File: config.mk
export PLATFORM = sky130hd
export DESIGN_NAME = jogo_memoria_param_flat
export DESIGN_NICKNAME = d
export VERILOG_FILES = /design/src/rtl/jogo_memoria_param_if.sv /design/src/rtl/jogo_memoria_param.sv /design/src/flat_wrapper.sv
export SDC_FILE = /design/constraint.sdc
export NUM_CORES = 1
export LEC_CHECK = 0
export ABC_CLOCK_PERIOD_IN_PS = 3000
export BUFFER_PORTS_ARGS = -buffer_cell sky130_fd_sc_hd__buf_2
export CAP_MARGIN = 30
export CORE_MARGIN = 2
export CORE_UTILIZATION = 30
export DETAILED_ROUTE_END_ITERATION = 8
export PLACE_DENSITY = 0.44
export SETUP_SLACK_MARGIN = 0.15
export SLEW_MARGIN = 40
export SYNTH_ARGS = -nofsm -noshare
export SYNTH_HDL_FRONTEND = slang
export SYNTH_SLANG_ARGS = --single-unit
File: constraint.sdc
create_clock -name clk -period 3 [get_ports clk]
set_input_delay 0.3 -clock clk [delete_from_list [all_inputs] [get_ports clk]]
set_output_delay 0.3 -clock clk [all_outputs]
set_load 0.01 [all_outputs]
File: src/rtl/jogo_memoria_param_if.sv
// jogo_memoria_param_if: signal bundle between the game controller and its
// surroundings (debounced buttons, sequence loader, LEDs, debug decoders).
// Signals are named from the controller's point of view:
//   i_jogar          start/restart request, level-sampled
//   i_modo           0 = progressive rounds, 1 = single full-length round
//   i_botoes         debounced player buttons
//   i_carga_valida   sequence memory write strobe
//   i_carga_endereco sequence memory write address
//   i_carga_dado     sequence memory write data (one-hot code)
//   o_leds           displayed step, or echo of the buttons while playing
//   o_ganhou         full sequence completed
//   o_perdeu         wrong move or timeout
//   o_pronto         any end state
//   o_db_rodada      current round index (round 1 = 0)
//   o_db_contagem    current step index within the round
//   o_db_estado      FSM state code
//   o_db_timeout     timeout end state
// Modports: master drives the inputs (board/testbench), slave is the controller.
interface jogo_memoria_param_if #(
   parameter int N_BOTOES     = 4,
   parameter int PROFUNDIDADE = 16
);
   localparam int AW = $clog2(PROFUNDIDADE);

   logic                i_jogar;
   logic                i_modo;
   logic [N_BOTOES-1:0] i_botoes;
   logic                i_carga_valida;
   logic [AW-1:0]       i_carga_endereco;
   logic [N_BOTOES-1:0] i_carga_dado;
   logic [N_BOTOES-1:0] o_leds;
   logic                o_ganhou;
   logic                o_perdeu;
   logic                o_pronto;
   logic [AW-1:0]       o_db_rodada;
   logic [AW-1:0]       o_db_contagem;
   logic [3:0]          o_db_estado;
   logic                o_db_timeout;

   modport master (
      output i_jogar, i_modo, i_botoes, i_carga_valida, i_carga_endereco, i_carga_dado,
      input  o_leds, o_ganhou, o_perdeu, o_pronto, o_db_rodada, o_db_contagem,
             o_db_estado, o_db_timeout
   );

   modport slave (
      input  i_jogar, i_modo, i_botoes, i_carga_valida, i_carga_endereco, i_carga_dado,
      output o_leds, o_ganhou, o_perdeu, o_pronto, o_db_rodada, o_db_contagem,
             o_db_estado, o_db_timeout
   );
endinterface

File: src/rtl/jogo_memoria_param.sv
// jogo_memoria_param: parametrised sequence-memory game controller.
// Plays the stored sequence of one-hot codes on the LEDs (one more step per
// round, or the full sequence at once in single-round mode), then checks the
// player's repetition move by move, with a per-move timeout.
// Ports:
//   clk  system clock, all logic on the rising edge
//   rst  asynchronous active-high reset, clears everything except the sequence RAM
//   bus  jogo_memoria_param_if.slave: start/mode, buttons, sequence load port,
//        LEDs, verdict flags and debug outputs
module jogo_memoria_param #(
   parameter int N_BOTOES       = 4,
   parameter int PROFUNDIDADE   = 16,
   parameter int T_LED          = 25_000_000,
   parameter int T_APAGADO      = 12_500_000,
   parameter int TIMEOUT_CICLOS = 150_000_000
) (
   input logic                 clk,
   input logic                 rst,
   jogo_memoria_param_if.slave bus
);
   localparam int AW     = $clog2(PROFUNDIDADE);
   localparam int T_MAX1 = (T_LED > T_APAGADO) ? T_LED : T_APAGADO;
   localparam int T_MAX  = (T_MAX1 > TIMEOUT_CICLOS) ? T_MAX1 : TIMEOUT_CICLOS;
   localparam int TW     = (T_MAX > 1) ? $clog2(T_MAX) : 1;

   localparam logic [AW-1:0]       ULTIMA = AW'(PROFUNDIDADE - 1);
   localparam logic [N_BOTOES-1:0] UM     = N_BOTOES'(1);

   typedef enum logic [3:0] {
      INICIAL     = 4'h0,
      PREPARA     = 4'h1,
      MOSTRA      = 4'h2,
      APAGADO     = 4'h3,
      ESPERA      = 4'h4,
      COMPARA     = 4'h5,
      SOLTA       = 4'h6,
      PROX_RODADA = 4'h7,
      FIM_ACERTO  = 4'hA,
      FIM_ERRO    = 4'hE,
      FIM_TIMEOUT = 4'hF
   } estado_t;

   estado_t             r_estado, w_prox_estado;
   logic                r_modo, w_modo;
   logic [AW-1:0]       r_rodada, w_rodada;
   logic [AW-1:0]       r_contagem, w_contagem;
   logic [TW-1:0]       r_timer, w_timer;
   logic [N_BOTOES-1:0] r_botoes_q;
   logic [N_BOTOES-1:0] r_jogada, w_jogada;
   logic [N_BOTOES-1:0] r_mem [PROFUNDIDADE];

   logic w_ocioso;   // INICIAL or an end state: loading and (re)start allowed
   logic w_solto;
   logic w_borda;
   logic w_acerto;

   assign w_ocioso = (r_estado == INICIAL) || (r_estado == FIM_ACERTO) ||
                     (r_estado == FIM_ERRO) || (r_estado == FIM_TIMEOUT);
   assign w_solto  = (bus.i_botoes == '0);
   // A move is the transition from no button to any button.
   assign w_borda  = (r_botoes_q == '0) && !w_solto;
   // Non-one-hot presses never match, even if the RAM holds a bad code.
   assign w_acerto = (r_jogada == r_mem[r_contagem]) && (r_jogada != '0) &&
                     ((r_jogada & (r_jogada - UM)) == '0);

   // NOTE: the sequence RAM has no reset so it maps onto plain registers/RAM
   // and keeps its contents across a mid-game reset.
   always_ff @(posedge clk) begin
      if (bus.i_carga_valida && w_ocioso) begin
         r_mem[bus.i_carga_endereco] <= bus.i_carga_dado;
      end
   end

   // NOTE: sequential state uses non-blocking assignments only, so every
   // register samples the values from before the clock edge.
   always_ff @(posedge clk or posedge rst) begin
      if (rst) begin
         r_estado   <= INICIAL;
         r_modo     <= 1'b0;
         r_rodada   <= '0;
         r_contagem <= '0;
         r_timer    <= '0;
         r_botoes_q <= '0;
         r_jogada   <= '0;
      end else begin
         r_estado   <= w_prox_estado;
         r_modo     <= w_modo;
         r_rodada   <= w_rodada;
         r_contagem <= w_contagem;
         r_timer    <= w_timer;
         r_botoes_q <= bus.i_botoes;
         r_jogada   <= w_jogada;
      end
   end

   // NOTE: every signal written here gets a default first, so no path
   // leaves one unassigned and no latch is inferred.
   always_comb begin
      w_prox_estado = r_estado;
      w_modo        = r_modo;
      w_rodada      = r_rodada;
      w_contagem    = r_contagem;
      w_timer       = r_timer + 1'b1;
      w_jogada      = r_jogada;

      case (r_estado)
         INICIAL, FIM_ACERTO, FIM_ERRO, FIM_TIMEOUT: begin
            w_timer = '0;
            if (bus.i_jogar) begin
               w_prox_estado = PREPARA;
               w_modo        = bus.i_modo;
            end
         end
         PREPARA: begin
            w_contagem    = '0;
            w_rodada      = r_modo ? ULTIMA : '0;
            w_timer       = '0;
            w_prox_estado = MOSTRA;
         end
         MOSTRA: begin
            if (r_timer == TW'(T_LED - 1)) begin
               w_timer       = '0;
               w_prox_estado = APAGADO;
            end
         end
         APAGADO: begin
            if (r_timer == TW'(T_APAGADO - 1)) begin
               w_timer = '0;
               if (r_contagem == r_rodada) begin
                  w_contagem    = '0;
                  w_prox_estado = ESPERA;
               end else begin
                  w_contagem    = r_contagem + 1'b1;
                  w_prox_estado = MOSTRA;
               end
            end
         end
         ESPERA: begin
            // Checked before the timeout so a move on the last cycle wins.
            if (w_borda) begin
               w_jogada      = bus.i_botoes;
               w_prox_estado = COMPARA;
            end else if (r_timer == TW'(TIMEOUT_CICLOS - 1)) begin
               w_prox_estado = FIM_TIMEOUT;
            end
         end
         COMPARA: begin
            w_timer = '0;
            if (!w_acerto) begin
               w_prox_estado = FIM_ERRO;
            end else if (r_contagem != r_rodada) begin
               w_contagem    = r_contagem + 1'b1;
               w_prox_estado = SOLTA;
            end else if (r_rodada == ULTIMA) begin
               w_prox_estado = FIM_ACERTO;
            end else begin
               w_prox_estado = PROX_RODADA;
            end
         end
         SOLTA: begin
            if (w_solto) begin
               w_timer       = '0;
               w_prox_estado = ESPERA;
            end else if (r_timer == TW'(TIMEOUT_CICLOS - 1)) begin
               w_prox_estado = FIM_TIMEOUT;
            end
         end
         PROX_RODADA: begin
            if (w_solto) begin
               w_rodada      = r_rodada + 1'b1;
               w_contagem    = '0;
               w_timer       = '0;
               w_prox_estado = MOSTRA;
            end
         end
         default: w_prox_estado = INICIAL;
      endcase
   end

   always_comb begin
      bus.o_leds = '0;
      case (r_estado)
         MOSTRA:                              bus.o_leds = r_mem[r_contagem];
         ESPERA, COMPARA, SOLTA, PROX_RODADA: bus.o_leds = r_botoes_q;
         default:                             bus.o_leds = '0;
      endcase
   end

   assign bus.o_ganhou      = (r_estado == FIM_ACERTO);
   assign bus.o_perdeu      = (r_estado == FIM_ERRO) || (r_estado == FIM_TIMEOUT);
   assign bus.o_pronto      = (r_estado == FIM_ACERTO) || (r_estado == FIM_ERRO) ||
                              (r_estado == FIM_TIMEOUT);
   assign bus.o_db_timeout  = (r_estado == FIM_TIMEOUT);
   assign bus.o_db_rodada   = r_rodada;
   assign bus.o_db_contagem = r_contagem;
   assign bus.o_db_estado   = r_estado;
endmodule

File: src/flat_wrapper.sv
// flat-port wrapper written by rule: the top's interface ports become plain ports
module jogo_memoria_param_flat 
#(
   parameter int N_BOTOES       = 4,
   parameter int PROFUNDIDADE   = 16,
   parameter int T_LED          = 25_000_000,
   parameter int T_APAGADO      = 12_500_000,
   parameter int TIMEOUT_CICLOS = 150_000_000
)
  (clk, rst, bus_i_jogar, bus_i_modo, bus_i_botoes, bus_i_carga_valida, bus_i_carga_endereco, bus_i_carga_dado, bus_o_leds, bus_o_ganhou, bus_o_perdeu, bus_o_pronto, bus_o_db_rodada, bus_o_db_contagem, bus_o_db_estado, bus_o_db_timeout);
  jogo_memoria_param_if #(.N_BOTOES(N_BOTOES), .PROFUNDIDADE(PROFUNDIDADE)) bus_i ();
  input logic clk;
  input logic rst;
  input wire logic [$bits(bus_i.i_jogar)-1:0] bus_i_jogar;
  input wire logic [$bits(bus_i.i_modo)-1:0] bus_i_modo;
  input wire logic [$bits(bus_i.i_botoes)-1:0] bus_i_botoes;
  input wire logic [$bits(bus_i.i_carga_valida)-1:0] bus_i_carga_valida;
  input wire logic [$bits(bus_i.i_carga_endereco)-1:0] bus_i_carga_endereco;
  input wire logic [$bits(bus_i.i_carga_dado)-1:0] bus_i_carga_dado;
  output wire logic [$bits(bus_i.o_leds)-1:0] bus_o_leds;
  output wire logic [$bits(bus_i.o_ganhou)-1:0] bus_o_ganhou;
  output wire logic [$bits(bus_i.o_perdeu)-1:0] bus_o_perdeu;
  output wire logic [$bits(bus_i.o_pronto)-1:0] bus_o_pronto;
  output wire logic [$bits(bus_i.o_db_rodada)-1:0] bus_o_db_rodada;
  output wire logic [$bits(bus_i.o_db_contagem)-1:0] bus_o_db_contagem;
  output wire logic [$bits(bus_i.o_db_estado)-1:0] bus_o_db_estado;
  output wire logic [$bits(bus_i.o_db_timeout)-1:0] bus_o_db_timeout;
  assign bus_i.i_jogar = bus_i_jogar;
  assign bus_i.i_modo = bus_i_modo;
  assign bus_i.i_botoes = bus_i_botoes;
  assign bus_i.i_carga_valida = bus_i_carga_valida;
  assign bus_i.i_carga_endereco = bus_i_carga_endereco;
  assign bus_i.i_carga_dado = bus_i_carga_dado;
  assign bus_o_leds = bus_i.o_leds;
  assign bus_o_ganhou = bus_i.o_ganhou;
  assign bus_o_perdeu = bus_i.o_perdeu;
  assign bus_o_pronto = bus_i.o_pronto;
  assign bus_o_db_rodada = bus_i.o_db_rodada;
  assign bus_o_db_contagem = bus_i.o_db_contagem;
  assign bus_o_db_estado = bus_i.o_db_estado;
  assign bus_o_db_timeout = bus_i.o_db_timeout;
  jogo_memoria_param #(.N_BOTOES(N_BOTOES), .PROFUNDIDADE(PROFUNDIDADE), .T_LED(T_LED), .T_APAGADO(T_APAGADO), .TIMEOUT_CICLOS(TIMEOUT_CICLOS)) u_core (.clk(clk), .rst(rst), .bus(bus_i));
endmodule
==> Word level (Yosys, flattened, before mapping) <==
Memory sizes are Yosys's and may differ from the RTL's.
Cells that the tools add are included.
W data, S select, Z words.
{ "word_totals": {"reg_bits": 49, "latch_bits": 0, "inputBits": 17, "elab_cells": 91, "mem_count": 1, "mem_bits_ro": 0, "ram_bits": 64} }
{ "mem_list": {"columns": ["name", "words", "word_bits", "read_ports", "rd_ports_with_merged_regs", "write_ports", "line", "rtl"], "rows": [
  ["u_core.r_mem", 16, 4, 1, 0, 1, "jogo_memoria_param.sv:50", "logic [N_BOTOES-1:0] r_mem [PROFUNDIDADE];"]
]} }
{ "op_classes": {"n_shift": 0, "n_lt_le_gt_ge": 0, "reduce_logical": 27, "n_mul": 0, "add_sub_neg": 4, "bitwise_logic": 1, "eq_ne": 23, "muxes": 28, "div_mod_pow": 0} }
{ "op_table": {"columns": ["op", "n"], "rows": [
  ["$pmux W28 S4", 1],
  ["$mux W28", 3],
  ["$mux W4", 17],
  ["$pmux W4 S8", 1],
  ["$add A28 B1 Y28 const B", 1],
  ["$eq A28 B24 Y1 const B", 1],
  ["$eq A28 B25 Y1 const B", 1],
  ["$eq A28 B28 Y1 const B", 1],
  ["$eq A4 B3 Y1 const B", 4],
  ["$eq A4 B4 Y1 const B", 4],
  ["$logic_not A4 Y1", 4],
  ["$pmux W4 S2", 2],
  ["$pmux W4 S4", 1],
  ["$ne A2 B1 Y1 const B", 5],
  ["$add A4 B1 Y4 const B", 2],
  ["$eq A4 B2 Y1 const B", 2],
  ["$eq A4 B4 Y1", 2],
  ["$reduce_bool A4 Y1", 2],
  ["$reduce_or A4 Y1", 2],
  ["$logic_or A1 B1 Y1", 6],
  ["$reduce_and A2 Y1", 3],
  ["$reduce_or A6 Y1", 1],
  ["$reduce_and A5 Y1", 1],
  ["$and A4 B4 Y4", 1],
  ["other kinds (11)", 15]
]} }

==> Depth between registers and ports, before layout <==
{ "depth": {"depth_word": 7, "mapped_depth": 10, "ltp_nobuf": 9} }

==> Worst setup path before layout <==
No wires, ideal clock.
{ "synth_timing": {"kind": "reg-to-reg", "startpoint": "register u_core.r_contagem[0], in the netlist u_core.bus.o_db_contagem[0]", "endpoint": "register u_core.r_contagem[0], in the netlist u_core.bus.o_db_contagem[0]", "setup_time_ns": 0.128, "period_less_slack_ns": 2.693, "stages_incl_launch_ff": 9, "required_time_ns": 2.872, "t_arrival_ns": 2.565, "slack_ns": 0.307, "cell_sequence": "dfrtp_1 -> buf_2 -> mux4_2 -> a22oi_1 -> nand2_1 -> a2111oi_1 -> o21bai_1 -> o22ai_1 -> mux2_1"} }
{ "synth_via": {"elab_chain_len": 6} }
{ "synth_rtl": {"columns": ["element", "line", "rtl"], "rows": [
  ["from (decl)", "jogo_memoria_param.sv:46", "logic [AW-1:0] r_contagem, w_contagem;"],
  ["from (signal assigned)", "jogo_memoria_param.sv:89", "r_contagem <= w_contagem;"],
  ["$mem_v2 Z16 W4", null, null],
  ["$eq A4 B4 Y1", "jogo_memoria_param.sv:63", "assign w_acerto = (r_jogada == r_mem[r_contagem]) && (r_jogada != '0) &&"],
  ["$logic_and A1 B1 Y1 (2 in a row)", "jogo_memoria_param.sv:63", null],
  ["$ne A2 B1 Y1 (no line)", null, null],
  ["$reduce_and A5 Y1 (no line)", null, null]
]} }
Parallel ways exist; a longest one is shown, timed or not. The select of a mux whose other input is x is not followed.
A chain may end at the register's enable or synchronous reset.

==> Final worst setup path <==
{ "layout_timing": {"startpoint": "register u_core.r_contagem[1], in the netlist u_core.bus.o_db_contagem[1]", "endpoint": "register u_core.r_contagem[1], in the netlist u_core.bus.o_db_contagem[1]"} }
The elaborated chain is that of the path after synthesis.

==> flow_metrics.py <==
metrics = {
    "outcome": {
        "outcome": "finished with violations",
        "failed_checks": "negative hold slack",
    },
    "critical_path": {
        "cp.arrival_ns": 3.01,
        "cp-end-kind": "flop",
        "slowest_stage": "dfrtp_2",
        "crit_fanout": 11,
        "crit_required_ns": 3.29,
        "slowest_delay_ns": 0.44,
        "critical_path_buf_inv_count": 1,
        "crit_path_cell_trace": "buf_4 > and2_1 > a221oi_1 > a22oi_1 > nand2_1 > mux2_2 > o21bai_1 > o22ai_2 > mux2_1",
        "path_class": "reg2reg",
        "critPathTopFamily": "compound AO/OA/AOI/OAI gates",
        "startpoint_type": "flop",
    },
    "clock_network": {
        "clock_latency_ns": 0.42,
        "clock-sinks": 113,
        "clkTransAtPathRegs_ns": 0.06,
        "cts_max_level": 4,
        "clockBufferDepth": 2,
        "post_cts_buffers": 0,
        "cts-root-buf": "clkbuf_16",
        "cts_tree": "built",
        "cts_buffers": 17,
    },
    "power": {
        "powerDensity_nw_per_um2": 849.1,
        "leakage_uw": 0.002510,
        "peakVddDrop_v": 0.0005152,
    },
    "synth": {
        "synthesis.area_sq_um": 5380,
        "yosysWarningCount": 0,
        "postSynthNetCount": 458,
        "syn_inst": 438,
        "synth-edff-count": 64,
        "yosysUniqueCellTypes": 56,
        "seq_area_frac_synth_pct": 58.51,
        "synth_top_area_share_pct": 35.72,
        "synthArstFlopShare_pct": 43.36,
        "ys_seq_elements": 113,
        "syn_avg_cell_area_sq_um": 12.28,
        "yosys.area.top_type": "edfxtp_1",
        "ys_top_cells_by_area": "edfxtp_1 (36%), dfrtp_1 (23%), mux4_2 (5.4%)",
        "synth-main-ff-cell": "edfxtp_1",
    },
    "place": {
        "hpwl_um": 9335,
        "place_congestion": 0.7788,
        "numPortBuffers": 36,
        "place_ws_ns": 0.2309,
    },
    "layout": {
        "fin_util_pct": 37.72,
        "n_antenna_cell": 0,
        "nFillCells": 1693,
        "layout-drive-gt1-share_pct": 22.96,
        "area_delta_synth_final_pct": 22.09,
        "nNetsFinal": 521,
    },
    "global_routing": {
        "grt_pass1_vias": 3759,
        "grt_pass1_wl_um": 20650,
        "antenna_found_initial": 0,
        "grt_usage_pct": 14.83,
        "grt_max_degree": 50,
        "grt-ovfl-total": 0,
    },
    "sta": {
        "fmax_mhz": 368.1,
        "final.period_utilization_pct": 90.55,
        "hold_viol_final": 37,
        "final-max-slew-violation-count": 0,
        "rsz0062_at_grt": "false",
        "tightest_slew_ns": 0.6476,
        "setup_viol": 0,
        "slew-limit-headroom_pct": 56.82,
        "whs_ns": -0.02166,
        "finalCriticalPeriod_ns": 2.717,
        "setup_ws_ns": 0.2834,
        "clock_skew_ns": 0.007137,
        "setup_tns_ns": 0,
    },
    "drt": {
        "viasPerCell": 5.042,
        "wl_per_cell_um": 17.57,
        "antenna_left": 0,
        "routed_wl_um": 12980,
        "route.detailed.drc": 0,
        "drt_pass1_iterations": 5,
        "vias": 3726,
        "drt_iter0_drc": 255,
    },
    "job": {
        "maxCapViolCount": 0,
    },
    "floorplan": {
        "core.rowCount": 48,
        "ios": 37,
        "core_sq_um": 17420,
        "dieWidth_um": 137.9,
        "start_util_pct": 30.89,
        "dieHeight_um": 137.9,
        "die_area_sq_um": 19020,
    },
    "worst_hold_path": {
        "min_path_type": "in2async",
    },
}
cell usage after synthesis (5+ instances only):
cell / n
o21ai_0: 6
xor2_1: 23
dfrtp_1: 49
a22o_1: 5
nor2b_1: 6
buf_2: 5
mux2_2: 8
nor4_1: 8
mux4_2: 13
nand2_1: 34
and4_1: 8
inv_1: 7
o211ai_1: 5
nor3_1: 11
edfxtp_1: 64
nand3_1: 17
xnor2_1: 10
nand2b_1: 8
nor2_1: 58
clkbuf_1: 9
mux2i_1: 11
a21oi_1: 8
nand4_1: 8
per-layer routing:
metal / part of all wire [%] / track usage, % / up-vias
li1: - / - / 1770
met2: 45 / 22.39 / 100
met4: 2.4 / 6.576 / 0
met1: 47 / 20.22 / 1832
met3: 5.6 / 3.692 / 24
met5: 0 / 0 / -
final cells by class:
class / instances / area, sq um / area share (%)
flip-flops and latches: 113 / 3149 / 47.94
multi-input cells: 303 / 2162 / 32.91
clock buffers: 17 / 425.4 / 6.476
repair buffers: 59 / 370.4 / 5.638
well taps: 225 / 281.5 / 4.286
clock inverters: 15 / 151.4 / 2.305
inverters: 7 / 28.78 / 0.4381
power breakdown:
part	internal [uW]	switching, uW
Clock	1160	804
Sequential	1760	182
Combinational	706	959
Total	3630	1940
cells by family after synthesis:
group / share of synthesized area (%)
AO/OA/AOI/OAI: 6.721
XOR/XNOR: 5.372
adder cells (fa/ha/maj): 0.6977
buffers and inverters: 1.721
flip-flops: 58.51
multiplexers: 9.581
AND/OR/NAND/NOR: 17.40
metrics by stage:
step	std cells	instance area [sq um]	hold slack (ns)	power [uW]
2_1_floorplan	438	5380	0.3314	3067
3_5_place_dp	705	5959	0.4364	3642
5_1_grt	739	6569	0.01513	5880
3_3_place_gp	705	5957	0.4384	3637
6_report	739	6569	-0.02166	5577
4_1_cts	739	6556	0.0007171	5632
placed cells by master, fill, tap and decap left out, types with 5 or more instances in the layout:
cell type / count
a21oi_1: 8
a22o_1: 5
and4_1: 8
buf_2: 36
buf_4: 20
clkbuf_16: 17
dfrtp_1: 48
edfxtp_1: 64
inv_1: 6
mux2_2: 8
mux2i_1: 11
mux4_2: 13
nand2_1: 34
nand2b_1: 8
nand3_1: 17
nand4_1: 8
nor2_1: 58
nor2b_1: 6
nor3_1: 11
nor4_1: 8
o211ai_1: 5
o21ai_0: 6
xnor2_1: 10
xor2_1: 23
registers in the layout, summed over array words and instances (netlist names):
name and count:
u_core.r_modo 1, u_core.r_botoes_q 4, u_core.r_jogada 4, u_core.bus.o_db_estado 4, u_core.r_mem 64, u_core.bus.o_db_contagem 4, u_core.r_timer 28, u_core.bus.o_db_rodada 4
final timing paths:
kind / from / end / slack, ns / depth (start not counted)
max: u_core.bus.o_db_contagem[1]$_DFFE_PP0P_ / u_core.bus.o_db_contagem[1]$_DFFE_PP0P_ / 0.28 / 9
min: rst / u_core.bus.o_db_rodada[2]$_DFFE_PP0P_ / -0.02 / 2
min in group clk: bus_i_botoes[1] / u_core.r_botoes_q[1]$_DFF_PP0_ / 0.01 / 1
max reg2reg: u_core.bus.o_db_contagem[1]$_DFFE_PP0P_ / u_core.bus.o_db_contagem[1]$_DFFE_PP0P_ / 0.28 / 9
max in group asynchronous: rst / u_core.bus.o_db_contagem[1]$_DFFE_PP0P_ / 2.55 / 2
min reg2reg: u_core.r_timer[0]$_DFF_PP0_ / u_core.r_timer[0]$_DFF_PP0_ / 0.49 / 1
what timing repair did:
action | 4_1_cts | 5_1_grt
resized for setup | 0 | 3
endpoints found under the hold margin | 2 | 0
hold buffers | 2 | 0
setup endpoints to repair | 0 | 3
No activity file was read; power rests on OpenSTA's default activity.
